## src/rtl/star_pkg.sv

```systemverilog
// rtl/star_pkg.sv - shared state type and frame constants for the star-image RAM writer and finders
package star_pkg;

    localparam int DEFAULT_WIDTH  = 6;
    localparam int DEFAULT_HEIGHT = 6;
    localparam int THRESHOLD      = 0;

    typedef enum logic [2:0] {
        ST_IDLE  = 3'd0,
        ST_CLEAR = 3'd1,
        ST_WRITE = 3'd2,
        ST_FLUSH = 3'd3,
        ST_DONE  = 3'd4
    } state_t;

endpackage

```

## src/rtl/frame_addr_calc.sv

```systemverilog
// rtl/frame_addr_calc.sv - combinational (x,y) to RAM address for a 6-pixel-wide frame
module frame_addr_calc #(
    parameter int X_SZ    = 3,
    parameter int Y_SZ    = 3,
    parameter int ADDR_SZ = 6
) (
    input  logic [X_SZ-1:0]    x,
    input  logic [Y_SZ-1:0]    y,
    output logic [ADDR_SZ-1:0] addr
);

    // y*6 + x written as (y<<2) + (y<<1) + x so no multiplier is built
    always_comb begin
        addr = ADDR_SZ'({y, 2'b00}) + ADDR_SZ'({y, 1'b0}) + ADDR_SZ'(x);
    end

endmodule

```

## src/rtl/star_frame_writer.sv

```systemverilog
// rtl/star_frame_writer.sv - raster pixel stream to star-image RAM writer, optional pre-clear under WRITER_CLEAR_EN
module star_frame_writer
    import star_pkg::*;
#(
    parameter int X_SZ    = 3,
    parameter int Y_SZ    = 3,
    parameter int ADDR_SZ = 6,
    parameter int COL_SZ  = 3,
    parameter int WIDTH   = DEFAULT_WIDTH,
    parameter int HEIGHT  = DEFAULT_HEIGHT
) (
    input  logic               clk,
    input  logic               reset,
    input  logic               start,
    input  logic               pix_valid,
    input  logic [COL_SZ-1:0]  pix_data,
    output logic               pix_ready,
    output logic [ADDR_SZ-1:0] mem_address,
    output logic [COL_SZ-1:0]  mem_data,
    output logic               mem_wren,
    output logic               busy,
    output logic               frame_done,
    output logic [ADDR_SZ-1:0] lit_count
);

    localparam logic [X_SZ-1:0]    X_LAST    = X_SZ'(WIDTH - 1);
    localparam logic [Y_SZ-1:0]    Y_LAST    = Y_SZ'(HEIGHT - 1);
`ifdef WRITER_CLEAR_EN
    localparam logic [ADDR_SZ-1:0] ADDR_LAST = ADDR_SZ'(WIDTH * HEIGHT - 1);
`endif

    state_t             state;
    logic [X_SZ-1:0]    x;
    logic [Y_SZ-1:0]    y;
    logic [ADDR_SZ-1:0] pix_addr;
    logic               accept;

    frame_addr_calc #(
        .X_SZ    (X_SZ),
        .Y_SZ    (Y_SZ),
        .ADDR_SZ (ADDR_SZ)
    ) u_addr (
        .x    (x),
        .y    (y),
        .addr (pix_addr)
    );

    // status and handshake decode straight from the state register
    always_comb begin
        pix_ready  = (state == ST_WRITE);
        accept     = pix_valid & pix_ready;
        busy       = (state != ST_IDLE) && (state != ST_DONE);
        frame_done = (state == ST_DONE);
    end

    // frame FSM, raster counters and the registered RAM write port
    always_ff @(posedge clk or posedge reset) begin
        if (reset) begin
            state       <= ST_IDLE;
            x           <= '0;
            y           <= '0;
            lit_count   <= '0;
            mem_address <= '0;
            mem_data    <= '0;
            mem_wren    <= 1'b0;
        end else begin
            mem_wren <= 1'b0;
            case (state)
                ST_IDLE: begin
                    x <= '0;
                    y <= '0;
                    if (start) begin
                        lit_count <= '0;
`ifdef WRITER_CLEAR_EN
                        // first clear write is presented on the first CLEAR cycle
                        state       <= ST_CLEAR;
                        mem_address <= '0;
                        mem_data    <= '0;
                        mem_wren    <= 1'b1;
`else
                        state <= ST_WRITE;
`endif
                    end
                end
`ifdef WRITER_CLEAR_EN
                ST_CLEAR: begin
                    if (mem_address == ADDR_LAST) begin
                        state <= ST_WRITE;
                    end else begin
                        mem_address <= mem_address + ADDR_SZ'(1);
                        mem_wren    <= 1'b1;
                    end
                end
`endif
                ST_WRITE: begin
                    if (accept) begin
                        mem_address <= pix_addr;
                        mem_data    <= pix_data;
                        mem_wren    <= 1'b1;
                        if (pix_data != COL_SZ'(THRESHOLD)) begin
                            lit_count <= lit_count + ADDR_SZ'(1);
                        end
                        if (x == X_LAST) begin
                            x <= '0;
                            y <= y + Y_SZ'(1);
                            if (y == Y_LAST) begin
                                state <= ST_FLUSH;
                            end
                        end else begin
                            x <= x + X_SZ'(1);
                        end
                    end
                end
                ST_FLUSH: state <= ST_DONE;
                ST_DONE:  state <= ST_IDLE;
                default:  state <= ST_IDLE;
            endcase
        end
    end

endmodule

```

## config.mk

```make
export PLATFORM = sky130hd
export DESIGN_NAME = star_frame_writer
export DESIGN_NICKNAME = d
export VERILOG_FILES = /design/src/rtl/star_pkg.sv /design/src/rtl/frame_addr_calc.sv /design/src/rtl/star_frame_writer.sv
export SDC_FILE = /design/constraint.sdc
export NUM_CORES = 1
export LEC_CHECK = 0
export ABC_AREA = 1
export BUFFER_PORTS_ARGS = -buffer_cell sky130_fd_sc_hd__buf_2
export CAP_MARGIN = 20
export CORE_AREA = 2 2 53 60
export CTS_CLUSTER_DIAMETER = 40
export DETAILED_ROUTE_END_ITERATION = 8
export DIE_AREA = 0 0 55 62
export PLACE_DENSITY = 0.76
export SLEW_MARGIN = 25
export SYNTH_ARGS = -nofsm -noshare
export SYNTH_HDL_FRONTEND = slang
export SYNTH_SLANG_ARGS = --single-unit
```

## constraint.sdc

```tcl
create_clock -name clk -period 2.15 [get_ports clk]
set_input_delay 0.1075 -clock clk [delete_from_list [all_inputs] [get_ports clk]]
set_output_delay 0.1075 -clock clk [all_outputs]
set_load 0.005 [all_outputs]
```

**Yosys cells after proc, flatten, opt, wreduce, memory -nomap -nowiden**

Cells that the tools add are included.

- Register bits: 25
- Input port bits: 7
- Logic and storage cells: 51

- Add/sub/neg operators: 5
- Equal/unequal tests: 11
- Multiplexer cells: 17
- Bitwise gates (word level): 1
- Reduce and logical (&&, ||, !) cells: 10

Operator list:

| operator | number |
|---|---|
| $mux 3 | 8 |
| $mux 6 | 3 |
| $pmux 3 s2 | 2 |
| $pmux 6 s2 | 1 |
| $eq 3x3->1 const B | 3 |
| $pmux 3 s3 | 1 |
| $ne 2x1->1 const B | 4 |
| $reduce_and 4->1 | 2 |
| $add 3x1->3 const B | 2 |
| $add 5x4->6 | 1 |
| $add 6x1->6 const B | 1 |
| $add 6x3->6 | 1 |
| $eq 3x2->1 const B | 2 |
| $reduce_bool 3->1 | 2 |
| $reduce_and 2->1 | 2 |
| $logic_not 3->1 | 1 |
| $ne 3x3->1 const B | 1 |
| $reduce_and 3->1 | 1 |
| $mux 1 | 2 |
| $ne 2x2->1 const B | 1 |
| $reduce_bool 2->1 | 1 |
| $and 1x1->1 | 1 |
| $logic_and 1x1->1 | 1 |

**Logic depth before layout (Yosys ltp)**

- Word-level depth: 5
- Gate-level depth with buffers: 8

**Hierarchy**

From an unflattened synthesis, not the netlist that was laid out.

- Cells, all modules: 176
- Area total of the unflattened synthesis: 1442.6 um2

By module, submodules not included:

| module | instances | cells each | area each (um2) | seq. area each (um2) |
|---|---|---|---|---|
| star_frame_writer | 1 | 155 | 1276.2 | 625.6 |
| frame_addr_calc | 1 | 21 | 166.4 | 0.0 |

**Worst setup path after synthesis**

Ideal clock, no wire load.

- Kind: register -> register
- Start point: register y[0]
- End point: register mem_address[4]
- Library setup time: 121 ps
- Data arrival time: 1768 ps
- Data required time: 2029 ps
- Slack: 261 ps
- Cell stages (with the launch flop): 7
- Buffers on the path: 0
- Clock period less this slack: 1889 ps
- Cell sequence: dfrtp_1 -> fa_1 -> ha_1 -> inv_1 -> fa_1 -> xor2_1 -> o21ai_2

- Longest elaborated chain between the ends: 2

RTL lines:

| element | line | source |
|---|---|---|
| start: declaration | star_frame_writer.sv:34 | `logic [Y_SZ-1:0] y;` |
| start signal: assignment | star_frame_writer.sv:105 | `y <= y + Y_SZ'(1);` |
| $add 5x4->6 | frame_addr_calc.sv:14 | `addr = ADDR_SZ'({y, 2'b00}) + ADDR_SZ'({y, 1'b0}) + ADDR_SZ'(x);` |
| $add 6x3->6 | frame_addr_calc.sv:14 |  |
| end signal: assignment | star_frame_writer.sv:97 | `mem_address <= pix_addr;` |
| end: declaration | star_frame_writer.sv:18 | `output logic [ADDR_SZ-1:0] mem_address,` |

Every way passes these cells.
A chain may end at the register's enable or synchronous reset.

**Worst setup path after layout**

Ends and elaborated chain as after synthesis.

==> results.txt <==
At the worst endpoint, the arrival time is 2.21 ns. STA classifies the critical path endpoint as a flip-flop. For this run, the number of Yosys warnings is 0.

The tools report the launch point of the worst path as y[0]$_DFFE_PP0P_. The largest individual stage delay along the critical path comes from the cell sky130_fd_sc_hd__fa_1. Most repeated library cell on the critical path: sky130_fd_sc_hd__fa_1.

The max-cap check violation count is 0, and the number of nets still failing antenna checks after routing is 0. The worst-margin pin slew is 0.335 ns, and the number of cells on the worst reg-to-reg path is 6. Of all nets on the critical path, the largest fanout is 6. The logs give 0.00154 sq mm for the total placed instance area and 157 for the gate count of the mapped netlist.

The number of global-route vias before repair is 1053, and the antenna diode count is 0. Final count of hold timing violations: 0. Detailed placement ended at an HPWL of 2040 um. Measured along the x axis, the die boundary spans 55 um.

The logs give 0.178 for the overall track demand over capacity in global routing and 4330 um for the wire length of the first global-routing pass. The detailed router placed 1109 vias in this run. The maximum clock skew at final layout is 0.00637 ns, and the final number of setup-violating endpoints is 0. The worst stage delay on the critical path came out at 0.57 ns. By area the synthesized netlist is led by sky130_fd_sc_hd__dfrtp_1, sky130_fd_sc_hd__nand2_1, sky130_fd_sc_hd__ha_1. The run gives 3 as the number of hold buffers added after cts.

Clock-pin slew was measured on the worst setup and hold paths at 0.15 ns. Port buffering added 25 buffers. The effective utilization at floorplan was 0.481. Ranked by instance count, the synthesized netlist is headed by sky130_fd_sc_hd__nand2_1, sky130_fd_sc_hd__dfrtp_1, sky130_fd_sc_hd__inv_1. The number of enable-type register cells in the synthesized netlist was 0. The worst hold path was traced through 3 stages.

The number of H-tree branching levels came out at 1. Based on the critical path, the design can be clocked at up to 505 MHz. Gates resized during post-CTS repair numbered 0. The logs give 0.32 ns for the insertion delay to the later sink of the worst-skew pair and 0.00341 sq mm for the total die area. In this design, the largest share of critical-path delay is due to adder cells. The buffers inserted during post-CTS setup optimization was 0; the iteration-0 DRC count of the detailed router was 30. The initial antenna violation count was 0.

For the worst setup path, the data required time is 2.38 ns. TritonCTS built the clock tree. Across the VDD grid, the largest voltage drop is 578 uV. The die is 62 um tall.

For the routability-driven placement congestion ratio, the log shows 0.842. Synthesis produced a netlist with a net count of 174. After detailed routing, the number of vias per cell comes to 5.00. The largest net degree at the start of global routing was 26.

After floorplanning, the core was divided into 21 placement rows. Signed area change from the synthesized netlist to the final layout: 15.0%. The start-to-end type of the worst setup path is reg2reg. In this run the critical register-to-register path is captured at mem_address[4]$_DFFE_PP0P_. After the last flow step, the layout net total stands at 206.

Summed over all instances, the cell type with the most area after synthesis is sky130_fd_sc_hd__dfrtp_1. The final layout contains routed wiring with a total length of 2680 um. The clock period could shrink to 1.98 ns. Clock tree synthesis selected as its root buffer the cell sky130_fd_sc_hd__clkbuf_4. The power density normalized to cell area came out at 1180 mW/mm^2. The synthesized design contains 25 register bits. The finished cells cover 0.00160 sq mm. The most used flip-flop cell after synthesis is sky130_fd_sc_hd__dfrtp_1. Walking the worst path, the cells encountered are fa_1 -> ha_1 -> inv_1 -> fa_1 -> xor2_1 -> o21ai_2. The max-slew violation count was 0; the final-layout fill cell count was 260. The run finished with clean final reports. The share of flip-flops with an asynchronous set or reset was 1.00; the mean routed wirelength per cell was 12.1 um. The worst min-delay path endpoint is mem_data[1]$_DFFE_PP0P_. Setup repair after global routing left no endpoint under its margin. The startpoint identified for the worst hold timing path is pix_data[1]. The cell with the most instances after synthesis was sky130_fd_sc_hd__nand2_1.

The combined buffer and inverter count along the critical path is 1. The run gives 0.00289 sq mm as the floorplan core area. The synthesized netlist occupies a cell area of 0.00139 sq mm. For the worst-case headroom to the max-slew limit, the log shows 0.777.

The startpoint identified for the worst register-to-register timing path is y[0]$_DFFE_PP0P_. The pre-antenna-repair detailed-routing pass consisted of 4 iterations. The ratio of cells with drive above 1 in the final layout works out to 0.293. Counting along the longest clock path gives a buffer depth of 2. Number of distinct library cells after synthesis: 24. The fraction of synthesized cell area taken by the top area cell type was 0.450.

The startpoint class of the critical path is a flip-flop. In this run, CTS created clock tree buffers numbering 3. Pin placement for this block handled 26 I/O pins. The analysis attributes to cell leakage a power of 0.871 nW. The clock net in this run drives a total of 25 sinks. The total overflow left after global routing is 0. The sequential fraction of the synthesis area is 0.450, and the synthesized area per cell is 8.86 sq um. Share of the clock period used by the worst path: 0.920. The path class of the tightest hold or removal check is in2reg. The flop-to-flop setup slack is 0.17 ns, and the remaining design rule violation count is 0.

Summed over all failing endpoints, the final setup total negative slack is 0 ns.
per-layer routing:
| layer | wire length [um] | global-route usage | vias to the layer above | part of all wire |
|---|---|---|---|---|
| met5 | 0 | 0 | - | 0 |
| met4 | 78 | 0.0871 | 0 | 0.029 |
| met3 | 70 | 0.0239 | 9 | 0.026 |
| met2 | 1430 | 0.335 | 23 | 0.54 |
| li1 | - | - | 555 | - |
| met1 | 1090 | 0.191 | 522 | 0.41 |
worst reg2reg max path, delay by kind of cell, from the launching register on:
kind	cells	cell delay (ns)
flip-flops	1	0.48
AO/OA/AOI/OAI	1	0.07
XOR/XNOR	1	0.17
adder cells (fa/ha/maj)	3	1.11
buffers and inverters	1	0.05
cells in the final DEF, fill, tap and decap left out, types with 2 or more instances in the layout:
master and instances:
sky130_fd_sc_hd__nand2_1 44, sky130_fd_sc_hd__buf_2 25, sky130_fd_sc_hd__dfrtp_1 25, sky130_fd_sc_hd__inv_1 17, sky130_fd_sc_hd__nor2_1 10, sky130_fd_sc_hd__o21ai_2 9, sky130_fd_sc_hd__nand3_1 8, sky130_fd_sc_hd__ha_1 8
sky130_fd_sc_hd__nand2_2 7, sky130_fd_sc_hd__o21ai_1 3, sky130_fd_sc_hd__nor3_1 3, sky130_fd_sc_hd__clkbuf_4 3, sky130_fd_sc_hd__dlygate4sd3_1 3, sky130_fd_sc_hd__nor2_2 2, sky130_fd_sc_hd__a21oi_1 2, sky130_fd_sc_hd__inv_2 2
sky130_fd_sc_hd__xor2_1 2, sky130_fd_sc_hd__o21bai_1 2, sky130_fd_sc_hd__o21ai_0 2, sky130_fd_sc_hd__fa_1 2, sky130_fd_sc_hd__buf_4 2
state kept, by name, indices dropped and copies added (netlist names):
name	cells
mem_wren	1
state	3
y	3
mem_data	3
mem_address	6
x	3
lit_count	6
cell type report:
cell class / instances / area [sq um] / share of cell area
Timing Repair Buffer: 30 / 170 / 0.106
Sequential cell: 25 / 626 / 0.391
Inverter: 19 / 71.3 / 0.0446
Tap cell: 34 / 42.5 / 0.0266
Clock inverter: 1 / 7.51 / 0.00469
Clock buffer: 3 / 22.5 / 0.0141
Multi-Input combinational cell: 110 / 661 / 0.413
through the flow:
step | setup slack [ns] | cells | hold slack (ns) | power, mW | utilization
final | 0.172 | 222 | 0.0430 | 1.88 | 0.554
after CTS | 0.154 | 222 | 0.0368 | 1.92 | 0.554
after global routing | 0.0746 | 222 | 0.0420 | 2.09 | 0.554
after floorplan | 0.261 | 157 | 0.135 | 1.41 | -
after global placement | 0.220 | 215 | 0.167 | 1.61 | 0.533
after detailed placement | 0.166 | 215 | 0.185 | 1.68 | 0.533
where the power goes:
group	leakage [nW]	total, mW	internal [mW]	switching [mW]
clock	0.0139	0.219	0.0711	0.148
sequential	0.311	0.790	0.626	0.164
combinational	0.547	0.872	0.397	0.475
cells by family after synthesis:
logic type,Yosys count,share of synthesized area
buffers and inverters,22,0.0755
AO/OA/AOI/OAI,20,0.111
flip-flops,25,0.450
AND/OR/NAND/NOR,78,0.251
adder cells (fa/ha/maj),10,0.101
XOR/XNOR,2,0.0126
how the worst max path moves through the flow:
stage	cells after the start	endpoint	slack, ns
3_3_place_gp	6	mem_address[4]$_DFFE_PP0P_	0.22
5_1_grt	6	mem_address[4]$_DFFE_PP0P_	0.07
6_report	6	mem_address[4]$_DFFE_PP0P_	0.17
3_5_place_dp	6	mem_address[4]$_DFFE_PP0P_	0.17
4_1_cts	6	mem_address[4]$_DFFE_PP0P_	0.15
2_1_floorplan	6	mem_address[4]$_DFFE_PP0P_	0.26
Note: power is estimated with default switching activity, not from simulation.
